--- config.mk ---
export PLATFORM = sky130hd
export DESIGN_NAME = mips_icache
export DESIGN_NICKNAME = d
export VERILOG_FILES = /design/src/rtl/mips_pkg.sv /design/src/rtl/mips_icache_tag_array.sv /design/src/rtl/mips_icache.sv
export SDC_FILE = /design/constraint.sdc
export NUM_CORES = 2
export LEC_CHECK = 0
export ABC_CLOCK_PERIOD_IN_PS = 12710
export CAP_MARGIN = 20
export CORE_ASPECT_RATIO = 0.9
export CORE_MARGIN = 2
export CORE_UTILIZATION = 49
export CTS_BUF_LIST = sky130_fd_sc_hd__clkbuf_2
export CTS_CLUSTER_DIAMETER = 30
export CTS_CLUSTER_SIZE = 16
export DETAILED_ROUTE_END_ITERATION = 8
export MAX_ROUTING_LAYER = met4
export PLACE_DENSITY = 0.75
export SLEW_MARGIN = 20
export SYNTH_ARGS = -nofsm -noshare
export SYNTH_HDL_FRONTEND = slang
export SYNTH_SLANG_ARGS = --single-unit
export TNS_END_PERCENT = 100
--- constraint.sdc ---
create_clock -name clk -period 12.71 [get_ports clk]
set_input_delay 2.542 -clock clk [delete_from_list [all_inputs] [get_ports clk]]
set_output_delay 2.542 -clock clk [all_outputs]
set_load 0.05 [all_outputs]
--- src/rtl/mips_pkg.sv ---
// Shared types and address-field width helpers for the MIPS instruction cache.
package mips_pkg;

    localparam int WORD_W = 32;

    typedef enum logic {
        IDLE = 1'b0,
        FILL = 1'b1
    } icache_state_t;

    function automatic int off_w(input int line_words);
        return $clog2(line_words);
    endfunction

    function automatic int idx_w(input int lines);
        return $clog2(lines);
    endfunction

    function automatic int tag_w(input int lines, input int line_words);
        return WORD_W - 2 - $clog2(lines) - $clog2(line_words);
    endfunction

endpackage

--- src/rtl/mips_icache_tag_array.sv ---
// Tag and valid storage for the direct-mapped icache, with flush-clear and hit compare.
module icache_tag_array
    import mips_pkg::*;
#(
    parameter int LINES = 16,
    parameter int TAG_W = 24
) (
    input  logic                       clk,
    input  logic                       reset,
    input  logic                       flush,
    input  logic                       inv_en,
    input  logic [idx_w(LINES)-1:0]    inv_idx,
    input  logic                       wr_en,
    input  logic [idx_w(LINES)-1:0]    wr_idx,
    input  logic [TAG_W-1:0]           wr_tag,
    input  logic [idx_w(LINES)-1:0]    rd_idx,
    input  logic [TAG_W-1:0]           rd_tag,
    output logic                       hit
);

    logic [LINES-1:0] valid;
    logic [TAG_W-1:0] tags [LINES];

    always_ff @(posedge clk or posedge reset) begin
        if (reset) begin
            valid <= '0;
        end else if (flush) begin
            valid <= '0;
        end else begin
            if (inv_en) valid[inv_idx] <= 1'b0;
            if (wr_en)  valid[wr_idx]  <= 1'b1;
        end
    end

    // Tags are not reset; the valid bits alone qualify them.
    always_ff @(posedge clk) begin
        if (wr_en) tags[wr_idx] <= wr_tag;
    end

    assign hit = valid[rd_idx] && (tags[rd_idx] == rd_tag);

endmodule

--- src/rtl/mips_icache.sv ---
// Direct-mapped read-only instruction cache with combinational hit path and line fill.
// Optional hit/miss counters are enabled with ICACHE_STATS_EN.
module mips_icache
    import mips_pkg::*;
#(
    parameter int LINES      = 16,
    parameter int LINE_WORDS = 4
) (
    input  logic        clk,
    input  logic        reset,
    input  logic        cpu_req,
    input  logic [31:0] cpu_addr,
    output logic [31:0] cpu_rdata,
    output logic        cpu_ready,
    input  logic        flush,
    output logic        mem_req,
    output logic [31:0] mem_addr,
    input  logic [31:0] mem_rdata,
    input  logic        mem_valid
`ifdef ICACHE_STATS_EN
    ,
    output logic [31:0] hit_count,
    output logic [31:0] miss_count
`endif
);

    localparam int OW = off_w(LINE_WORDS);
    localparam int IW = idx_w(LINES);
    localparam int TW = tag_w(LINES, LINE_WORDS);

    logic [OW-1:0] a_off;
    logic [IW-1:0] a_idx;
    logic [TW-1:0] a_tag;
    logic          unused_addr_bits;

    assign a_off            = cpu_addr[OW+1:2];
    assign a_idx            = cpu_addr[OW+IW+1:OW+2];
    assign a_tag            = cpu_addr[31:OW+IW+2];
    assign unused_addr_bits = ^cpu_addr[1:0];

    icache_state_t state;
    logic [TW-1:0] fill_tag;
    logic [IW-1:0] fill_idx;
    logic [OW-1:0] cnt;

    logic [WORD_W-1:0] data_mem [LINES][LINE_WORDS];

    logic tag_hit, hit, miss_start, accept, last_word;

    assign hit        = cpu_req && tag_hit;
    assign miss_start = (state == IDLE) && cpu_req && !tag_hit && !flush;
    assign accept     = (state == FILL) && mem_valid && !flush;
    assign last_word  = (cnt == OW'(LINE_WORDS - 1));

    icache_tag_array #(
        .LINES (LINES),
        .TAG_W (TW)
    ) u_tags (
        .clk     (clk),
        .reset   (reset),
        .flush   (flush),
        .inv_en  (miss_start),
        .inv_idx (a_idx),
        .wr_en   (accept && last_word),
        .wr_idx  (fill_idx),
        .wr_tag  (fill_tag),
        .rd_idx  (a_idx),
        .rd_tag  (a_tag),
        .hit     (tag_hit)
    );

    always_ff @(posedge clk or posedge reset) begin
        if (reset) begin
            state    <= IDLE;
            cnt      <= '0;
            fill_tag <= '0;
            fill_idx <= '0;
        end else begin
            case (state)
                IDLE: begin
                    if (miss_start) begin
                        state    <= FILL;
                        fill_tag <= a_tag;
                        fill_idx <= a_idx;
                        cnt      <= '0;
                    end
                end
                FILL: begin
                    if (flush) begin
                        state <= IDLE;
                        cnt   <= '0;
                    end else if (mem_valid) begin
                        cnt <= cnt + 1'b1;
                        if (last_word) state <= IDLE;
                    end
                end
                default: state <= IDLE;
            endcase
        end
    end

    always_ff @(posedge clk) begin
        if (accept) data_mem[fill_idx][cnt] <= mem_rdata;
    end

    // A flush cycle stalls even on a tag match, since the line is about to vanish.
    assign cpu_ready = !cpu_req || ((state == IDLE) && tag_hit && !flush);
    assign cpu_rdata = data_mem[a_idx][a_off];
    assign mem_req   = (state == FILL);
    assign mem_addr  = mem_req ? {fill_tag, fill_idx, cnt, 2'b00} : 32'h0;

`ifdef ICACHE_STATS_EN
    always_ff @(posedge clk or posedge reset) begin
        if (reset) begin
            hit_count  <= '0;
            miss_count <= '0;
        end else begin
            if ((state == IDLE) && hit) hit_count <= hit_count + 32'd1;
            if (miss_start)             miss_count <= miss_count + 32'd1;
        end
    end
`endif

endmodule

==> impl.org <==
** Routing
- Via count of the routed design :: 45600
- Number of DRC violations after detailed routing :: 0
- Vias per cell :: 6.28
- Routed length per placed instance :: 31.8 µm
- Routed WL :: 231000 µm
- Routed Antenna Nets :: 0
- Number of DRC violations after detailed-routing iteration 0 :: 6917
- Drt first pass iters :: 5

** Placement
- Detailed-placement wirelength estimate :: 116000 µm
- During placement, the flow inserted port buffers numbering 130.
- Placed standard-cell area :: 100000 µm²
- Counting tap cells, the placed design contains a total of 6504 instances.
- At the end of routability-driven placement, the weighted congestion stood at 0.818.

** CTS
- The clock tree synthesis step divided the H-tree into 5 levels.
- Post-CTS setup buffers :: 0
- Clock insertion delay at the later pin of the skew report :: 1840 ps
- CTS tree :: built
- Clock buffer count from CTS :: 407
- CTS saw 2479 sinks.
- Root Buffer :: sky130_fd_sc_hd__clkbuf_2
- Maximum buffer depth of the clock tree :: 4
- Number of instances resized during post-cts repair :: 0
- After clock tree synthesis, the clock-pin slew on the worst setup and hold paths is 130 ps.
- Hold-fix buffer count after cts :: 0

** Finish
- In the final layout, the share of cells above drive strength 1 is 0.359.
- For this run, the share of the core covered by cells in the final layout is 0.546.
- With fillers left out, the area of the finished cells amounts to 106000 µm².
- Fill cells in the final layout number 14100.
- Final standard cell count with taps included and fillers excluded :: 7260
- Post-layout net count :: 4434
- From synthesis to final layout, the design area changed by 10.6%.

** STA
- Setup repair after global routing left no endpoint under its margin.
- The routed design could run at a clock period as short as 10170 ps.
- Pins Over Slew Limit :: 0
- In the final timing run, aggregate negative setup slack is 0 ps.
- Of the available clock period, the critical path in the final layout requires 0.800.
- Max-Slew Margin vs Limit :: 0.223
- Transition time at the pin with the least slew margin :: 1170 ps
- Setup violations, final :: 0
- Hold timing on the final database bottoms out at a slack of 581 ps.
- On the final layout, the worst clock skew is 207 ps.
- Peak clock frequency supported by timing :: 98.4 MHz
- The hold violation total from the final report was 0.

** Die
- The core region is 193000 µm².
- Number of I/O pins :: 135
- Core Rows :: 153
- The die is 423 µm tall.
- Die width :: 469 µm
- The initial utilization of the core area, before any placement, comes to 0.494.
- Die area :: 198000 µm²

** Global routing
- The via count of the first global-routing pass came to 45700.
- Total routing usage reported by global routing :: 0.240
- The first global-routing pass estimated 329000 µm of wire.
- The initial antenna violation count is 28.
- Global routing finished with a remaining overflow of 0.
- Maximum number of pins on one net before global-route repair :: 147

** Critical path
- Critical path class :: primary input to primary output
- Capturing element type of the critical path :: primary output
- Data on the critical path is required at its endpoint by 10170 ps.
- Largest fanout on the critical path :: 77
- Arr. time, crit path :: 7620 ps
- Kind of start point of the critical path :: primary input

** Synth
- For this run, the register share of the synthesized area comes to 0.777.
- Mapped Avg Cell Area :: 24.3 µm²
- The synthesized design contains 2432 enable-type register cells.
- In this run the cell area of the synthesized design comes to 95500 µm².
- During synthesis, Yosys emitted a total of 0 warnings.
- Flops & latches, synth :: 2479
- Most common flop cell mapped by yosys :: sky130_fd_sc_hd__edfxtp_1
- After technology mapping, the gate count stands at 3927.
- Share of flip-flops with an asynchronous set or reset after synthesis :: 0.0190
- Unique cell type count in the Yosys netlist :: 67

** Worst hold path
- The tightest min-delay check is of the register to register type.

** Power and ir drop
- IR analysis of the VDD net gives a maximum drop of 0.104 mV.
- Standby leakage power :: 33.0 nW
- Power per Cell Area :: 146 nW/µm²

** Flow run
- Count of maximum capacitance violations :: 0

** Outcome
- The run finished with clean final reports.
==> layout make-up <==
cell class | count | area, µm² | area share
antenna | 18 | 45.0 | 0.000426
clock buffer | 459 | 2300 | 0.0217
clock inverter | 274 | 2930 | 0.0277
inverter | 20 | 82.6 | 0.000782
multi-input combinational | 1221 | 20800 | 0.197
sequential | 2479 | 74200 | 0.702
tap | 2557 | 3200 | 0.0303
timing repair buffer | 232 | 2120 | 0.0201
==> sequential cells by signal, indices dropped and copies added (netlist names) <==
name / flops
data_mem: 2048
u_tags.tags: 384
fill_tag: 24
u_tags.valid: 16
fill_idx: 4
cnt: 2
mem_req: 1
==> power breakdown <==
part / internal, mW / total (mW) / switching (mW)
Clock: 2.21 / 5.30 / 3.10
Combinational: 0.376 / 0.950 / 0.573
Sequential: 9.05 / 9.13 / 0.0801
==> critical path: stages <==
cell and delay (ps):
sky130_fd_sc_hd__buf_8 520, sky130_fd_sc_hd__buf_12 440, sky130_fd_sc_hd__buf_4 720, sky130_fd_sc_hd__buf_4 750, sky130_fd_sc_hd__mux4_2 430, sky130_fd_sc_hd__mux4_2 530
sky130_fd_sc_hd__mux4_2 640, sky130_fd_sc_hd__clkdlybuf4s50_1 760
==> cells in the final DEF (no fill, tap or decap), types with 17 or more instances in the layout <==
master	Yosys	routed
sky130_fd_sc_hd__clkinv_4	0	19
sky130_fd_sc_hd__and2_1	31	31
sky130_fd_sc_hd__nand2_1	34	31
sky130_fd_sc_hd__clkdlybuf4s50_1	0	92
sky130_fd_sc_hd__clkbuf_2	1	459
sky130_fd_sc_hd__clkinv_1	1	52
sky130_fd_sc_hd__clkinvlp_4	0	51
sky130_fd_sc_hd__mux4_2	751	751
sky130_fd_sc_hd__clkinv_2	0	65
sky130_fd_sc_hd__inv_6	0	27
sky130_fd_sc_hd__nor2_1	107	43
sky130_fd_sc_hd__diode_2	0	18
sky130_fd_sc_hd__edfxtp_1	2432	2432
sky130_fd_sc_hd__mux2_4	20	20
sky130_fd_sc_hd__inv_1	18	17
sky130_fd_sc_hd__bufinv_16	0	52
sky130_fd_sc_hd__dfrtp_1	47	47
sky130_fd_sc_hd__mux2i_1	66	66
sky130_fd_sc_hd__buf_4	8	110
sky130_fd_sc_hd__nand3_1	17	17
sky130_fd_sc_hd__xnor2_1	17	17
sky130_fd_sc_hd__nor2_4	0	64
==> synthesized netlist by cell type (9+ instances only) <==
| master | count | area share |
|---|---|---|
| sky130_fd_sc_hd__a21oi_1 | 16 | 0.00084 |
| sky130_fd_sc_hd__nor2_1 | 107 | 0.0042 |
| sky130_fd_sc_hd__nand3_1 | 17 | 0.00089 |
| sky130_fd_sc_hd__buf_1 | 34 | 0.0013 |
| sky130_fd_sc_hd__mux2_2 | 14 | 0.0017 |
| sky130_fd_sc_hd__a22oi_1 | 16 | 0.0013 |
| sky130_fd_sc_hd__mux2_4 | 20 | 0.0031 |
| sky130_fd_sc_hd__a211oi_1 | 14 | 0.0011 |
| sky130_fd_sc_hd__and2_1 | 31 | 0.0020 |
| sky130_fd_sc_hd__dfrtp_1 | 47 | 0.012 |
| sky130_fd_sc_hd__nand2_1 | 34 | 0.0013 |
| sky130_fd_sc_hd__buf_2 | 66 | 0.0035 |
| sky130_fd_sc_hd__mux2i_1 | 66 | 0.0069 |
| sky130_fd_sc_hd__o21ai_0 | 9 | 0.00047 |
| sky130_fd_sc_hd__nor2b_1 | 9 | 0.00059 |
| sky130_fd_sc_hd__edfxtp_1 | 2432 | 0.76 |
| sky130_fd_sc_hd__mux4_2 | 751 | 0.18 |
| sky130_fd_sc_hd__inv_1 | 18 | 0.00071 |
| sky130_fd_sc_hd__a221oi_1 | 9 | 0.00083 |
| sky130_fd_sc_hd__xnor2_1 | 17 | 0.0016 |
| sky130_fd_sc_hd__clkbuf_1 | 96 | 0.0038 |
==> cells by family (layout without fill, tap and decap cells) <==
kind of cell,after synthesis,count (layout),synth area share
other,1,20,0.0000393
buffers and inverters,228,985,0.0106
adder cells (fa/ha/maj),4,4,0.000524
flip-flops,2479,2479,0.777
AND/OR/NAND/NOR,233,233,0.0114
multiplexers,856,856,0.190
AO/OA/AOI/OAI,105,105,0.00820
XOR/XNOR,21,21,0.00193
==> per-layer routing <==
| layer | vias up | wire length (µm) | global-route usage |
|---|---|---|---|
| met2 | 2978 | 110000 | 0.361 |
| met3 | 435 | 28000 | 0.0602 |
| met4 | 0 | 5530 | 0.0700 |
| met1 | 24100 | 86700 | 0.329 |
| met5 | - | 0 | - |
| li1 | 18100 | - | - |
==> path summary, 6_finish.rpt <==
| check | cells after the start | start | slack (ps) | to |
|---|---|---|---|---|
| worst max-delay path | 8 | cpu_addr[5] | 2540 | cpu_rdata[4] |
| worst min-delay path | 2 | u_tags.valid[12]$_DFF_PP0_ | 580 | u_tags.valid[12]$_DFF_PP0_ |
| worst max register to register | 9 | u_tags.tags[1][4]$_DFFE_PP_ | 8380 | fill_tag[20]$_DFFE_PP0P_ |
| worst min register to register | 2 | u_tags.valid[12]$_DFF_PP0_ | 580 | u_tags.valid[12]$_DFF_PP0_ |
| max in group asynchronous | 3 | reset | 10890 | fill_tag[14]$_DFFE_PP0P_ |
| min in group asynchronous | 3 | reset | 1220 | fill_tag[1]$_DFFE_PP0P_ |
==> metrics by stage <==
step | worst slack, ps | power [mW]
floorplan | 3880 | 9.86
global placement | 2560 | 10.2
detailed placement | 2580 | 10.3
CTS | 2570 | 15.5
global route | 2420 | 15.9
finish | 2540 | 15.4
Power figures use the tool's default switching activity.
